===== src/rtl/fsm_control_mc.sv =====
// rtl/fsm_control_mc.sv - multi-cycle fetch/decode/execute control FSM for the accumulator datapath
module fsm_control_mc #(
  parameter int OP_W        = 4,
  parameter int MEM_LAT     = 1,
  parameter int HALT_RESUME = 1
) (
  input  logic            clock,
  input  logic            reset,
  input  logic            Aeq0,
  input  logic            Apos,
  input  logic [OP_W-1:0] ir,
  input  logic            Enter,
  input  logic            out_ready,
  output logic            IRload,
  output logic            JMPmux,
  output logic            PCload,
  output logic            Meminst,
  output logic            MemWr,
  output logic [1:0]      Asel,
  output logic            Aload,
  output logic            Sub,
  output logic            Halt,
  output logic            out_valid,
  output logic            illegal,
  output logic            instr_done
);

  localparam logic [3:0] LAT = 4'(MEM_LAT);

  typedef enum logic [15:0] {
    S_START  = 16'h0001,
    S_FETCH  = 16'h0002,
    S_DECODE = 16'h0004,
    S_LOAD   = 16'h0008,
    S_STORE  = 16'h0010,
    S_ADD    = 16'h0020,
    S_SUB    = 16'h0040,
    S_INPUT  = 16'h0080,
    S_JZ     = 16'h0100,
    S_JPOS   = 16'h0200,
    S_HALT   = 16'h0400,
    S_JMP    = 16'h0800,
    S_JNEG   = 16'h1000,
    S_OUTPUT = 16'h2000,
    S_NOP    = 16'h4000,
    S_TRAP   = 16'h8000
  } state_t;

  state_t     state;
  state_t     next_state;
  logic [3:0] cnt;
  logic       upper_bad;

  // Opcode bits above the 4-bit field only exist for wider opcodes; any set bit traps.
  generate
    if (OP_W > 4) begin : g_upper
      assign upper_bad = |ir[OP_W-1:4];
    end else begin : g_no_upper
      assign upper_bad = 1'b0;
    end
  endgenerate

  // State register; reset wins over every transition.
  always_ff @(posedge clock) begin
    if (reset) state <= S_START;
    else       state <= next_state;
  end

  // Wait counter: reload on entry to a memory-stretched state, then count down to the final cycle.
  always_ff @(posedge clock) begin
    if (reset) begin
      cnt <= 4'd0;
    end else if (next_state != state &&
                 (next_state == S_FETCH || next_state == S_LOAD ||
                  next_state == S_ADD   || next_state == S_SUB)) begin
      cnt <= LAT;
    end else if (cnt != 4'd0) begin
      cnt <= cnt - 4'd1;
    end
  end

  // Next-state and strobe decode; outputs are forced low while reset is asserted.
  always_comb begin
    next_state = state;
    IRload     = 1'b0;
    JMPmux     = 1'b0;
    PCload     = 1'b0;
    Meminst    = 1'b0;
    MemWr      = 1'b0;
    Asel       = 2'b00;
    Aload      = 1'b0;
    Sub        = 1'b0;
    Halt       = 1'b0;
    out_valid  = 1'b0;
    illegal    = 1'b0;
    instr_done = 1'b0;
    case (state)
      S_START: next_state = S_FETCH;
      S_FETCH: begin
        if (cnt == 4'd0) begin
          IRload     = 1'b1;
          PCload     = 1'b1;
          next_state = S_DECODE;
        end
      end
      S_DECODE: begin
        Meminst = 1'b1;
        if (upper_bad) begin
          next_state = S_TRAP;
        end else begin
          case (ir[3:0])
            4'd0:    next_state = S_LOAD;
            4'd1:    next_state = S_STORE;
            4'd2:    next_state = S_ADD;
            4'd3:    next_state = S_SUB;
            4'd4:    next_state = S_INPUT;
            4'd5:    next_state = S_JZ;
            4'd6:    next_state = S_JPOS;
            4'd7:    next_state = S_HALT;
            4'd8:    next_state = S_JMP;
            4'd9:    next_state = S_JNEG;
            4'd10:   next_state = S_OUTPUT;
            4'd11:   next_state = S_NOP;
            default: next_state = S_TRAP;
          endcase
        end
      end
      S_LOAD: begin
        Meminst = 1'b1;
        Asel    = 2'b10;
        if (cnt == 4'd0) begin
          Aload      = 1'b1;
          instr_done = 1'b1;
          next_state = S_START;
        end
      end
      S_ADD, S_SUB: begin
        Meminst = 1'b1;
        Sub     = (state == S_SUB);
        if (cnt == 4'd0) begin
          Aload      = 1'b1;
          instr_done = 1'b1;
          next_state = S_START;
        end
      end
      S_STORE: begin
        Meminst    = 1'b1;
        MemWr      = 1'b1;
        instr_done = 1'b1;
        next_state = S_START;
      end
      S_INPUT: begin
        Asel  = 2'b01;
        Aload = Enter;
        if (Enter) begin
          instr_done = 1'b1;
          next_state = S_START;
        end
      end
      S_JZ, S_JPOS, S_JNEG, S_JMP: begin
        JMPmux     = 1'b1;
        PCload     = (state == S_JMP)  ||
                     (state == S_JZ   && Aeq0) ||
                     (state == S_JPOS && Apos) ||
                     (state == S_JNEG && !Aeq0 && !Apos);
        instr_done = 1'b1;
        next_state = S_START;
      end
      S_OUTPUT: begin
        out_valid = 1'b1;
        if (out_ready) begin
          instr_done = 1'b1;
          next_state = S_START;
        end
      end
      S_NOP: begin
        instr_done = 1'b1;
        next_state = S_START;
      end
      S_HALT: begin
        Halt = 1'b1;
        if (HALT_RESUME != 0 && Enter) begin
          instr_done = 1'b1;
          next_state = S_START;
        end
      end
      S_TRAP: begin
        illegal = 1'b1;
        Halt    = 1'b1;
      end
      default: next_state = S_START;
    endcase
    if (reset) begin
      IRload     = 1'b0;
      JMPmux     = 1'b0;
      PCload     = 1'b0;
      Meminst    = 1'b0;
      MemWr      = 1'b0;
      Asel       = 2'b00;
      Aload      = 1'b0;
      Sub        = 1'b0;
      Halt       = 1'b0;
      out_valid  = 1'b0;
      illegal    = 1'b0;
      instr_done = 1'b0;
    end
  end

endmodule


===== config.mk =====
export PLATFORM = sky130hd
export DESIGN_NAME = fsm_control_mc
export DESIGN_NICKNAME = d
export VERILOG_FILES = /design/src/rtl/fsm_control_mc.sv
export SDC_FILE = /design/constraint.sdc
export NUM_CORES = 1
export LEC_CHECK = 0
export CORE_MARGIN = 2
export CORE_UTILIZATION = 40
export DETAILED_ROUTE_END_ITERATION = 10
export MAX_ROUTING_LAYER = met4
export PLACE_DENSITY = 0.71
export SLEW_MARGIN = 20
export SYNTH_ARGS = -nofsm -noshare
export SYNTH_HDL_FRONTEND = slang
export SYNTH_SLANG_ARGS = --single-unit

===== constraint.sdc =====
create_clock -name clock -period 4.2 [get_ports clock]
set_input_delay 0.42 -clock clock [delete_from_list [all_inputs] [get_ports clock]]
set_output_delay 0.42 -clock clock [all_outputs]
set_load 0.02 [all_outputs]

Word-level counts from Yosys, hierarchy flattened
Memories as Yosys holds them, arrays and structs flattened.
Index checks and enable logic that the tools add are counted.
{"block": "word_totals", "out_inout_bits": 13, "word_cells": 84, "rom_bits": 208, "mem_count": 1, "ff_bits": 20}
{"block": "op_classes", "n_reduce_logical": 24, "n_mux": 34, "addsub": 1, "n_eq_ne": 21}
{"name": "(name not given)", "words": 16, "width": 13, "read_ports": 1, "rd_ports_with_merged_regs": 0, "write_ports": 0, "line_no": "111", "source": "case (ir[3:0])"}
{"cell": "$pmux 16 s7", "n": 1}
{"cell": "$mux 16", "n": 4}
{"cell": "$eq 16x2->1 const B", "n": 2}
{"cell": "$eq 16x4->1 const B", "n": 2}
{"cell": "$eq 16x6->1 const B", "n": 2}
{"cell": "$eq 16x7->1 const B", "n": 2}
{"cell": "$mux 1", "n": 24}
{"cell": "$eq 16x1->1 const B", "n": 1}
{"cell": "$eq 16x10->1 const B", "n": 1}
{"cell": "$eq 16x11->1 const B", "n": 1}
{"cell": "$eq 16x12->1 const B", "n": 1}
{"cell": "$eq 16x13->1 const B", "n": 1}
{"cell": "$eq 16x14->1 const B", "n": 1}
{"cell": "$eq 16x15->1 const B", "n": 1}
{"cell": "$eq 16x16->1 const B", "n": 1}
{"cell": "$eq 16x3->1 const B", "n": 1}
{"cell": "$eq 16x5->1 const B", "n": 1}
{"cell": "$eq 16x8->1 const B", "n": 1}
{"cell": "$eq 16x9->1 const B", "n": 1}
{"cell": "$ne 16x16->1", "n": 1}
{"cell": "$reduce_or 2->1", "n": 4}
{"cell": "$logic_or 1x1->1", "n": 6}
{"cell": "$reduce_or 6->1", "n": 1}
{"cell": "$logic_and 1x1->1", "n": 5}
{"cell": "other kinds (12)", "n": 14}

Longest topological paths before layout
{"block": "logic_depth", "depth_word": 9, "ltp_mapped": 9}

Least setup slack after synthesis
No wires, ideal clock.
{"block": "synth_timing", "path_type": "register -> output", "from": "reg state[2]", "to": "out PCload", "path_stages_with_launch": 7, "path_buffers": 1, "slack_ns": 1.641, "t_arrival_ns": 2.139, "required_time_ns": 3.780, "path_cell_list": "dfxtp_1 clkbuf_1 or4_1 nor4_1 a22oi_1 nor2_1 a21o_1"}
{"block": "synth_between", "elab_chain_len": 7, "elab_cells_between_ends": 15, "cone_classes": "5 x eq/ne; 2 x mux; 8 x reduce/logical"}
{"item": "start: declaration", "line_no": "49", "source": "state_t state;"}
{"item": "start signal: assignment", "line_no": "66", "source": "else state <= next_state;"}
{"item": "$eq 16x9->1", "line_no": "97, 163"}
{"item": "$logic_and 1x1->1", "line_no": "163", "source": "(state == S_JZ && Aeq0) ||"}
{"item": "$logic_or 1x1->1", "line_no": "162", "source": "PCload = (state == S_JMP) ||"}
{"item": "$logic_or 1x1->1", "line_no": "163"}
{"item": "$logic_or 1x1->1", "line_no": "164", "source": "(state == S_JPOS && Apos) ||"}
{"item": "$pmux 1 s2 *", "line_no": "97", "source": "case (state)"}
{"item": "$mux 1 *", "line_no": "193", "source": "if (reset) begin"}
{"item": "end: declaration", "line_no": "16", "source": "output logic PCload,"}
Mark *: on every way between the ends. The rest lies on a longest branch, timed or not.

Worst setup path in the final report
{"block": "layout_timing", "from": "reg state[7]", "to": "out instr_done"}
{"block": "layout_between", "elab_chain_len": 4, "elab_cells_between_ends": 17, "cone_classes": "12 x eq/ne; 2 x mux; 3 x reduce/logical"}
{"item": "$eq 16x12->1, or another cell as far along", "line_no": "97"}
{"item": "$reduce_or 6->1 (no line), or another cell as far along"}
{"item": "$pmux 1 s4 *", "line_no": "97"}
{"item": "$mux 1 *", "line_no": "193"}
{"item": "end: declaration", "line_no": "25", "source": "output logic instr_done"}
Marks and branches as above.

==> metrics.cfg <==
[outcome]
run_status=complete, no violations

[place]
hpwl_mm=3.90
io_buffers=22
place_inst=291
gp_congestion=0.977

[floorplanning]
start_util=0.421
fp.dieW_um=69.4
design.die.area_mm2=0.00481
rows=23
die_h_um=69.4
io_pins=23
fp.coreArea_mm2=0.00406

[drt]
drtIter0Drc=260
drt-total-wl_mm=5.03
routedWlPerCell_um=17.0
ant_nets=0
drtPass1Iterations=5
avgViaCountPerCell=6.40
drc=0
vias=1889

[synthesis]
syn_area_mm2=0.00171
synthCells=235
synth.distinct_cells=57
syn_avg_cell_area_um2=7.27
ys_seq_area_frac=0.234
synthFlopType=dfxtp_1
synth_seq_cells=20
synth_nets=246
synth-edff-count=0
synthArstFlopShare=0
yosysWarnings=0

[timing]
tightest_slew_ns=0.942
max_freq_ghz=0.297
final.setup.tns_ns=0
maxSlewViolCount=0
timing.final.crit_share=0.801
slew_headroom=0.371
min_period_ns=3.36
hold_viol=0
rsz0062_at_grt=no
setup_violations=0
fin_skew_ns=0.00396

[power_and_ir_drop]
switching_share=0.400
p_int_mw=0.508
seqPwrFrac=0.304
switching_power_mw=0.339
pwr_density_cell_mw_per_mm2=425
clkPwrFrac=0.235
vdd_drop_max_v=0.000196
p_leak_nw=0.727
combPwrFrac=0.461

[grt]
grt_pass1_wl_mm=8.31
grt-ovfl-total=0
antenna_found_initial=0
grt_pass1_vias=1665
gr-usage-met3=0.0509
grt_max_degree=17
track_usage=0.217
grt_util_met2=0.332
grtUsageMet1=0.279
busiest_layer=met2

[hold_path]
holdCritStartpoint=cnt[2]
min-delay-path-class=reg2reg

[clock_network]
cts_buffers=3
worstSkewPairLatency_ns=0.27
path_clk_slew_ns=0.08
clkSinkCount=20
clockBufferDepth=2
cts_hold_buf=0
cts_tree=done
cts-resized-gates=0
root_buffer=clkbuf_8
cts_max_level=1
cts_setup_buffers=0

[cells_and_area]
syn2layout_area_growth_pct=16.8
n_antenna_cell=0
fin_cells=295
postLayoutCoreUtil=0.492
drive_gt1_frac=0.0816
nets=257

[job]
max_cap_violations=0

[critical_path]
critPathArrivalTime_ns=2.94
slowest_delay_ns=0.72
crit_path_max_fanout=10
cp_slowest_cell=or4_1
cp-startpoint=state[7]
worstPathCellList=or4_1, nor3_4, nand2_1, o21ai_0, a222oi_1, a41oi_1, clkdlybuf4s50_1
rr_startpoint=state[2]
start_kind=register
endpoint_kind=output pin
critPathRequiredTime_ns=3.78
path_class=reg2out

==> final timing paths <==
| kind | cells past startpoint | slack (ns) | end |
|---|---|---|---|
| worst min-delay path | 2 | 0.55 | cnt[2] |
| worst min register to register | 2 | 0.55 | cnt[2] |
| worst max register to register | 6 | 1.17 | cnt[3] |
| worst max-delay path | 7 | 0.84 | instr_done |
==> cell usage after synthesis (4+ instances only) <==
library cell   n  area (um2)
dfxtp_1       20         400
or4_1          4        30.0
nand4_1        8        50.1
nor2_1        40         150
nor3_1        10        50.1
nand2_1       16        60.1
a21oi_1        9        45.0
buf_2          4        20.0
o21ai_0        8        40.0
xor2_1         5        43.8
nand3b_1       4        30.0
nor4_1         6        37.5
nor4b_1        7        61.3
inv_1          6        22.5
nand3_1       17        85.1
clkbuf_1      11        41.3
==> logic make-up after synthesis <==
| kind of cell | share of synthesized area |
|---|---|
| adders and majority gates | 0.00732 |
| buffers and inverters | 0.0651 |
| AOI/OAI and AO/OA | 0.195 |
| DFF | 0.234 |
| muxes | 0.00586 |
| and+or+nand+nor | 0.457 |
| xor gates and xnor gates | 0.0359 |
==> cell type report <==
type	instances	area, um2
timing repair buffer	25	243
tap	50	62.6
sequential	20	400
inverter	6	22.5
clock inverter	1	30.0
multi-input combinational	190	1200
clock buffer	3	41.3
fill	409	2060
==> stage by stage <==
step | setup WS [ns] | area, um2 | hold WS (ns) | total power [mW]
after floorplan | 1.64 | 1710 | 0.498 | 0.558
after global placement | 1.20 | 1930 | 0.522 | 0.644
after detailed placement | 1.13 | 1930 | 0.534 | 0.641
after CTS | 0.836 | 2000 | 0.547 | 0.842
after global routing | 0.616 | 2000 | 0.602 | 0.905
final | 0.836 | 2000 | 0.549 | 0.848
==> routing by layer <==
layer,part of all wire,vias to the layer above
met5,0,-
met4,0.031,0
met3,0.076,14
met2,0.45,88
met1,0.44,878
li1,-,909
==> registers in the layout, indices dropped and copies added, names as in the netlist <==
| register | count |
|---|---|
| state | 16 |
| cnt | 4 |
==> placed cells by master, fill, tap and decap left out, types with 7 or more instances in the layout <==
| master | count |
|---|---|
| a21oi_1 | 9 |
| clkdlybuf4s50_1 | 22 |
| dfxtp_1 | 20 |
| nand2_1 | 16 |
| nand3_1 | 17 |
| nand4_1 | 8 |
| nor2_1 | 40 |
| nor3_1 | 10 |
| nor4b_1 | 7 |
| o21ai_0 | 8 |
==> critical path, delay by kind of cell, from the launching register on <==
family / cells / cell delay [ns]
buf+inv: 1 / 0.63
compound gates: 3 / 0.51
simple gates: 3 / 1.13
flops: 1 / 0.42
==> power by group through the flow <==
stage	clock, mW	sequential (mW)	combinational, mW
finish	0.199	0.258	0.391
global route	0.208	0.264	0.433
CTS	0.201	0.257	0.384
detailed placement	0	0.261	0.381
global placement	0	0.257	0.387
floorplan	0	0.228	0.330
No activity file was read; power rests on OpenSTA's default activity.
